[src/rtl/mips_fetch_pkg.sv]
// Shared types and constants for the MIPS instruction fetch stage.
package mips_fetch_pkg;

    localparam int          INSTR_W = 32;
    localparam logic [31:0] PC_STEP = 32'd4;

    typedef enum logic [1:0] {
        IDLE,
        WAIT,
        DROP
    } fetch_state_t;

    typedef struct packed {
        logic [31:0]        pc;
        logic [INSTR_W-1:0] instr;
    } fetch_entry_t;

    function automatic logic [31:0] align_pc(input logic [31:0] addr);
        return {addr[31:2], 2'b00};
    endfunction

endpackage

[src/rtl/mips_fetch_if.sv]
// Fetch-stage bus: instruction memory port, redirect input and decode handshake.
interface mips_fetch_if;
    import mips_fetch_pkg::*;

    logic               imem_req;
    logic [31:0]        imem_addr;
    logic               imem_ack;
    logic [INSTR_W-1:0] imem_rdata;
    logic               redirect_valid;
    logic [31:0]        redirect_pc;
    logic               if_valid;
    logic [INSTR_W-1:0] if_instr;
    logic [31:0]        if_pc;
    logic               if_ready;

    modport master (
        output imem_req, imem_addr, if_valid, if_instr, if_pc,
        input  imem_ack, imem_rdata, redirect_valid, redirect_pc, if_ready
    );

    modport slave (
        input  imem_req, imem_addr, if_valid, if_instr, if_pc,
        output imem_ack, imem_rdata, redirect_valid, redirect_pc, if_ready
    );

endinterface

[src/rtl/mips_fetch_skid_buffer.sv]
// Two-entry in-order queue of fetched words; the head register holds its last
// value once drained so the decode-side outputs stay stable while empty.
module fetch_skid_buffer
    import mips_fetch_pkg::*;
(
    input  logic         clk,
    input  logic         rst_n,
    input  logic         push,
    input  logic         pop,
    input  logic         flush,
    input  fetch_entry_t din,
    output logic [1:0]   count,
    output fetch_entry_t head
);

    fetch_entry_t tail;

    always_ff @(posedge clk) begin
        if (!rst_n) begin
            count <= 2'd0;
            head  <= '0;
            tail  <= '0;
        end else if (flush) begin
            count <= 2'd0;
        end else begin
            case ({push, pop})
                2'b10: begin
                    if (count == 2'd0) head <= din;
                    else               tail <= din;
                    count <= count + 2'd1;
                end
                2'b01: begin
                    // Shift only when a second entry exists; otherwise keep head.
                    if (count == 2'd2) head <= tail;
                    count <= count - 2'd1;
                end
                2'b11: begin
                    if (count == 2'd2) begin
                        head <= tail;
                        tail <= din;
                    end else begin
                        head <= din;
                    end
                end
                default: ;
            endcase
        end
    end

endmodule

[src/rtl/mips_fetch_unit.sv]
// Instruction fetch: PC register, single-outstanding memory request FSM and
// redirect handling in front of a 2-entry skid buffer.
module mips_fetch_unit
    import mips_fetch_pkg::*;
#(
    parameter logic [31:0] RESET_PC = 32'h0000_0000
) (
    input  logic          clk,
    input  logic          rst_n,
    mips_fetch_if.master  bus
);

    localparam logic [31:0] PC0 = {RESET_PC[31:2], 2'b00};

    fetch_state_t state;
    logic [31:0]  pc;
    logic [1:0]   count;
    logic [1:0]   occ;
    fetch_entry_t head;
    fetch_entry_t push_entry;
    logic         ack, pop, push, redirect;
    logic [31:0]  pc_inc, rpc;

    assign redirect   = bus.redirect_valid;
    assign ack        = bus.imem_ack & bus.imem_req;
    assign pop        = (count != 2'd0) & bus.if_ready & ~redirect;
    assign occ        = count - {1'b0, pop};
    assign push       = (state == WAIT) & ack & ~redirect;
    assign pc_inc     = pc + PC_STEP;
    assign rpc        = align_pc(bus.redirect_pc);
    assign push_entry = '{pc: pc, instr: bus.imem_rdata};

    fetch_skid_buffer u_buf (
        .clk   (clk),
        .rst_n (rst_n),
        .push  (push),
        .pop   (pop),
        .flush (redirect),
        .din   (push_entry),
        .count (count),
        .head  (head)
    );

    assign bus.if_valid = (count != 2'd0);
    assign bus.if_instr = head.instr;
    assign bus.if_pc    = head.pc;

    always_ff @(posedge clk) begin
        if (!rst_n) begin
            state         <= IDLE;
            pc            <= PC0;
            bus.imem_req  <= 1'b0;
            bus.imem_addr <= PC0;
        end else begin
            case (state)
                IDLE: begin
                    if (redirect) begin
                        pc <= rpc;
                    end else if (occ < 2'd2) begin
                        bus.imem_req  <= 1'b1;
                        bus.imem_addr <= pc;
                        state         <= WAIT;
                    end
                end
                WAIT: begin
                    if (ack && redirect) begin
                        // Returned word is stale; restart straight at the target.
                        pc            <= rpc;
                        bus.imem_addr <= rpc;
                    end else if (ack) begin
                        pc <= pc_inc;
                        if (occ == 2'd0) begin
                            bus.imem_addr <= pc_inc;
                        end else begin
                            bus.imem_req <= 1'b0;
                            state        <= IDLE;
                        end
                    end else if (redirect) begin
                        pc    <= rpc;
                        state <= DROP;
                    end
                end
                DROP: begin
                    // Buffer was flushed on entry and nothing pushes here,
                    // so there is always room to reissue right away.
                    if (ack) begin
                        pc            <= redirect ? rpc : pc;
                        bus.imem_addr <= redirect ? rpc : pc;
                        state         <= WAIT;
                    end else if (redirect) begin
                        pc <= rpc;
                    end
                end
                default: begin
                    bus.imem_req <= 1'b0;
                    state        <= IDLE;
                end
            endcase
        end
    end

endmodule

[src/flat_wrapper.sv]
// flat-port wrapper written by rule: the top's interface ports become plain ports
module mips_fetch_unit_flat import mips_fetch_pkg::*;
#(
    parameter logic [31:0] RESET_PC = 32'h0000_0000
)
  (clk, rst_n, bus_imem_req, bus_imem_addr, bus_if_valid, bus_if_instr, bus_if_pc, bus_imem_ack, bus_imem_rdata, bus_redirect_valid, bus_redirect_pc, bus_if_ready);
  mips_fetch_if bus_i ();
  input  logic clk;
  input  logic rst_n;
  output wire logic [$bits(bus_i.imem_req)-1:0] bus_imem_req;
  output wire logic [$bits(bus_i.imem_addr)-1:0] bus_imem_addr;
  output wire logic [$bits(bus_i.if_valid)-1:0] bus_if_valid;
  output wire logic [$bits(bus_i.if_instr)-1:0] bus_if_instr;
  output wire logic [$bits(bus_i.if_pc)-1:0] bus_if_pc;
  input wire logic [$bits(bus_i.imem_ack)-1:0] bus_imem_ack;
  input wire logic [$bits(bus_i.imem_rdata)-1:0] bus_imem_rdata;
  input wire logic [$bits(bus_i.redirect_valid)-1:0] bus_redirect_valid;
  input wire logic [$bits(bus_i.redirect_pc)-1:0] bus_redirect_pc;
  input wire logic [$bits(bus_i.if_ready)-1:0] bus_if_ready;
  assign bus_imem_req = bus_i.imem_req;
  assign bus_imem_addr = bus_i.imem_addr;
  assign bus_if_valid = bus_i.if_valid;
  assign bus_if_instr = bus_i.if_instr;
  assign bus_if_pc = bus_i.if_pc;
  assign bus_i.imem_ack = bus_imem_ack;
  assign bus_i.imem_rdata = bus_imem_rdata;
  assign bus_i.redirect_valid = bus_redirect_valid;
  assign bus_i.redirect_pc = bus_redirect_pc;
  assign bus_i.if_ready = bus_if_ready;
  mips_fetch_unit #(.RESET_PC(RESET_PC)) u_core (.clk(clk), .rst_n(rst_n), .bus(bus_i));
endmodule
[config.mk]
export PLATFORM = sky130hd
export DESIGN_NAME = mips_fetch_unit_flat
export DESIGN_NICKNAME = d
export VERILOG_FILES = /design/src/rtl/mips_fetch_pkg.sv /design/src/rtl/mips_fetch_if.sv /design/src/rtl/mips_fetch_skid_buffer.sv /design/src/rtl/mips_fetch_unit.sv /design/src/flat_wrapper.sv
export SDC_FILE = /design/constraint.sdc
export NUM_CORES = 1
export LEC_CHECK = 0
export ABC_AREA = 1
export CORE_MARGIN = 1
export CORE_UTILIZATION = 30
export DETAILED_ROUTE_END_ITERATION = 8
export HOLD_SLACK_MARGIN = 0.15
export PLACE_DENSITY = 0.5
export SLEW_MARGIN = 10
export SYNTH_ARGS = -nofsm -noshare
export SYNTH_HDL_FRONTEND = slang
export SYNTH_SLANG_ARGS = --single-unit
[constraint.sdc]
create_clock -name clk -period 2.6 [get_ports clk]
set_input_delay 0.78 -clock clk [delete_from_list [all_inputs] [get_ports clk]]
set_output_delay 0.78 -clock clk [all_outputs]
set_load 0.01 [all_outputs]
==> impl_results.rst <==
.. list-table::
   :header-rows: 1

   * - Metric
     - Value
   * - Status
     - finished, final reports clean
   * - Portion of synthesized cell area occupied by the leading cell type
     - 0.370
   * - Core Area
     - between 30000 and 40000 µm²
   * - Cell type with the highest aggregate area in the netlist
     - sky130_fd_sc_hd__dfxtp_1
   * - Reg2reg setup slack
     - around 0.35 ns
   * - Via count
     - between 10000 and 15000
   * - Number of violations of the max-capacitance limit
     - 0
   * - Starting Density
     - 0.307
   * - Static leakage power
     - 5.85 nW
   * - Switching part of the total
     - 0.387
   * - Share of total power in the clock network
     - 0.249
   * - Number of cells in the finished layout apart from fillers
     - 2131
   * - Total Wirelength
     - approximately 34000 µm
   * - Vias per std cell
     - slightly below 5
   * - Maximum count of clock buffers along a single path
     - 2
   * - Number of warnings reported in the yosys synthesis log
     - 0
   * - Filler cell count in the final layout
     - approximately 3700
   * - Combinational group share of total power
     - 0.389
   * - Number of library cell types mapped by synthesis
     - between 40 and 50
   * - DR iter-0 viols
     - ~750
   * - Terminus of the critical flop-to-flop path
     - u_core.u_buf.head[35]$_SDFFE_PN0P_
   * - Most used flip-flop cell after synthesis
     - sky130_fd_sc_hd__dfxtp_1
   * - Number of placed I/O pins
     - roughly 170
   * - Final cell utilization of the core
     - 0.387
   * - Buffers added on ports
     - 164
   * - Vert. Die Dim
     - approximately 190 µm
   * - Half-perimeter wire length after detailed placement
     - approximately 24000 µm
   * - H-tree depth
     - 4
   * - TritonCTS clock tree
     - built
   * - Number of flops mapped to enable cells by yosys
     - 0
   * - Layout area overhead
     - 26.2%
   * - First-pass GRT wire length
     - between 50000 and 60000 µm
   * - Final Slew Violations
     - 0
   * - Worst ir drop on vdd
     - 512 µV
   * - Startpoint of the tightest hold check path
     - u_core.bus.imem_addr[8]$_SDFFE_PN0P_
   * - Areal power density over the cells
     - 743 nW/µm²
   * - DRC errors left
     - 0
   * - Number of flip-flops and latches in the synthesized netlist
     - about 200
   * - Mean cell area of the mapped netlist
     - around 7.0 µm²
   * - Fin crit period
     - 2.43 ns
   * - Fmax
     - slightly above 400 MHz
   * - Final count of hold timing violations
     - 0
   * - Syn Std Cell Area
     - between 10000 and 15000 µm²
   * - Syn Inst Count
     - around 1500
   * - WP data arrival
     - around 2.8 ns
   * - Horizontal die dimension
     - about 190 µm
   * - Grt total ovfl
     - 0
   * - CTS Root Buffer Type
     - sky130_fd_sc_hd__clkbuf_16
   * - End of the worst hold path
     - u_core.bus.imem_addr[8]$_SDFFE_PN0P_
   * - Proportion of layout cells with a drive suffix above 1
     - 0.0859
   * - Worst rel slew slack
     - 0.584
   * - Clock slew seen by the registers of the worst setup and hold paths
     - ~0.070 ns
   * - Setup crit end kind
     - register
   * - Cell area after placement
     - 12900 µm²
   * - Data required time of the critical path
     - just under 3 ns
   * - Tightest Hold Check Type
     - reg -> reg
   * - Seq pwr share
     - 0.362
   * - Slew of the pin with the lowest slew margin
     - 0.624 ns
   * - Nets@finish
     - between 1500 and 2000
   * - Worst clock skew
     - approximately 0.011 ns
   * - Worst-path fanout max
     - 43
   * - Async SR Flop Fraction
     - 0
   * - Vias in the first global route
     - approximately 9600
   * - Startpoint-to-endpoint class of the critical path
     - in -> reg
   * - Fraction of the yosys area taken by sequential cells
     - 0.370
   * - Hold-fix buffers, CTS
     - 0
   * - Detailed-routing iteration count for the pre-antenna-repair pass
     - 7
   * - Worst hold path cell count
     - 2
   * - Switching power summed over all nets
     - 3.87 mW
   * - GRT Resource Usage Total
     - 0.186
   * - Antenna-violating nets left
     - 0
   * - Biggest area contributors in the synthesized netlist
     - sky130_fd_sc_hd__dfxtp_1 (37%), sky130_fd_sc_hd__nand2_1 (13%), sky130_fd_sc_hd__o21ai_0 (9.6%)
   * - Smallest hold slack
     - 0.451 ns
   * - Source-to-sink clock delay at the later pin of the worst-skew pair
     - roughly 0.45 ns
   * - CP startpoint kind
     - input port
   * - Initial antenna violation count
     - 0
   * - Syn_nets
     - between 1500 and 2000
   * - Routed length per placed instance
     - ~16 µm
   * - Reg2reg path depth
     - 11
   * - Setup-failing EPs final
     - 0
   * - Pin count of the biggest net entering global routing
     - 97
   * - Number of instances in the placed design
     - between 2000 and 2500
   * - Final Wtd Congestion
     - just under 0.9
   * - Fraction of the cycle the final worst path needs
     - 0.934
   * - Power Internal
     - 6.12 mW
   * - RSZ-0062 raised after global routing
     - true
   * - # diodes
     - 0
   * - Summed area of non-filler cells in the final layout
     - around 13000 µm²
   * - Sink Count
     - between 150 and 200
   * - Overall die area
     - about 36000 µm²
   * - Number of buffers created by CTS
     - 17
   * - Origin of the critical flop-to-flop path
     - u_core.state[1]$_SDFFE_PN0P_
   * - Standard-cell rows
     - 68
==> registers in the layout (all words and copies together) (netlist names) <==
signal and flops:
u_core.u_buf.head 64, u_core.u_buf.tail 64, u_core.bus.imem_addr 32, u_core.pc 32, u_core.state 2, u_core.u_buf.count 2, u_core.bus.imem_req 1
==> stage by stage <==
stage | setup TNS, ns | power [mW] | setup WS, ns
2_1_floorplan | 0 | 5.98 | 0.0512
3_3_place_gp | -40.82 | 7.54 | -0.370
3_5_place_dp | -41.30 | 7.55 | -0.382
4_1_cts | 0 | 10.1 | 0.0933
5_1_grt | -0.0201 | 10.7 | -0.0201
6_report | 0 | 9.99 | 0.173
==> layer usage <==
layer	vias to the layer above	track usage	wire length [µm]
li1	5316	-	-
met1	4703	0.263	16200
met2	289	0.294	15300
met3	30	0.0243	1650
met4	0	0.0535	465
met5	-	0	0
==> final cells by class <==
class | count | area, µm² | share of cell area
Multi-Input combinational cell | 1120 | 5720 | 0.425
Sequential cell | 197 | 3940 | 0.293
Timing Repair Buffer | 227 | 2300 | 0.171
Tap cell | 455 | 569 | 0.0423
Clock buffer | 18 | 439 | 0.0327
Inverter | 103 | 388 | 0.0289
Clock inverter | 11 | 82.6 | 0.00614
==> how the worst max path moves through the flow <==
stage | startpoint | to | slack [ns] | depth (start not counted)
floorplan | bus_imem_ack | u_core.u_buf.head[43]$_SDFFE_PN0P_ | 0.05 | 13
global placement | bus_imem_ack | u_core.u_buf.head[44]$_SDFFE_PN0P_ | -0.37 | 10
detailed placement | bus_imem_ack | u_core.u_buf.head[35]$_SDFFE_PN0P_ | -0.38 | 10
CTS | bus_imem_ack | u_core.u_buf.head[35]$_SDFFE_PN0P_ | 0.09 | 10
global route | bus_if_ready | u_core.u_buf.head[35]$_SDFFE_PN0P_ | -0.02 | 11
finish | bus_if_ready | u_core.u_buf.head[2]$_SDFFE_PN0P_ | 0.17 | 11
==> critical path: stages <==
cell	delay [ns]
sky130_fd_sc_hd__clkdlybuf4s50_1	0.48
sky130_fd_sc_hd__nand3_2	0.09
sky130_fd_sc_hd__inv_2	0.11
sky130_fd_sc_hd__buf_4	0.27
sky130_fd_sc_hd__ha_1	0.24
sky130_fd_sc_hd__o21bai_4	0.16
sky130_fd_sc_hd__buf_12	0.26
sky130_fd_sc_hd__nand3_1	0.10
sky130_fd_sc_hd__o21ai_0	0.09
sky130_fd_sc_hd__mux2i_1	0.09
sky130_fd_sc_hd__nor2_1	0.11
==> power by group through the flow <==
stage	sequential (mW)	combinational (mW)	clock [mW]
global route	3.66	4.29	2.70
CTS	3.62	3.88	2.57
finish	3.62	3.89	2.48
floorplan	3.71	2.27	0
global placement	3.68	3.86	0
detailed placement	3.68	3.87	0
==> cell families after synthesis <==
logic type	share of synthesized area
AOI/OAI and AO/OA	0.196
buffers and inverters	0.0961
xor gates and xnor gates	0.0203
muxes	0.0601
and+or+nand+nor	0.246
DFF	0.370
adders and majority gates	0.0117
==> what timing repair did <==
item / 4_1_cts / 5_1_grt
endpoints found under the setup margin: 0 / 68
buffers inserted: 0 / 0
gates resized for setup: 0 / 2
endpoints found under the hold margin: 0 / 0
==> cells in the mapped netlist (7+ instances only) <==
library cell                 n
sky130_fd_sc_hd__ha_1       10
sky130_fd_sc_hd__nand2_1   355
sky130_fd_sc_hd__nand3_1   102
sky130_fd_sc_hd__nor2_4      9
sky130_fd_sc_hd__inv_2      14
sky130_fd_sc_hd__nor2_1    120
sky130_fd_sc_hd__nor2_2      7
sky130_fd_sc_hd__a21oi_1   181
sky130_fd_sc_hd__xor2_1     19
sky130_fd_sc_hd__mux2i_1    64
sky130_fd_sc_hd__buf_2      32
sky130_fd_sc_hd__dfxtp_1   197
sky130_fd_sc_hd__buf_6      14
sky130_fd_sc_hd__clkbuf_1   35
sky130_fd_sc_hd__o21ai_0   204
sky130_fd_sc_hd__inv_1      89
sky130_fd_sc_hd__buf_4      11
==> cells in the final DEF (no fill, tap or decap), types with 19 or more instances in the layout <==
| cell type | count |
|---|---|
| sky130_fd_sc_hd__nand2_1 | 355 |
| sky130_fd_sc_hd__o21ai_0 | 204 |
| sky130_fd_sc_hd__dfxtp_1 | 197 |
| sky130_fd_sc_hd__a21oi_1 | 181 |
| sky130_fd_sc_hd__clkdlybuf4s50_1 | 162 |
| sky130_fd_sc_hd__nor2_1 | 118 |
| sky130_fd_sc_hd__nand3_1 | 101 |
| sky130_fd_sc_hd__inv_1 | 89 |
| sky130_fd_sc_hd__mux2i_1 | 64 |
| sky130_fd_sc_hd__buf_4 | 47 |
| sky130_fd_sc_hd__xor2_1 | 19 |
(Power assumes the default switching activity.)
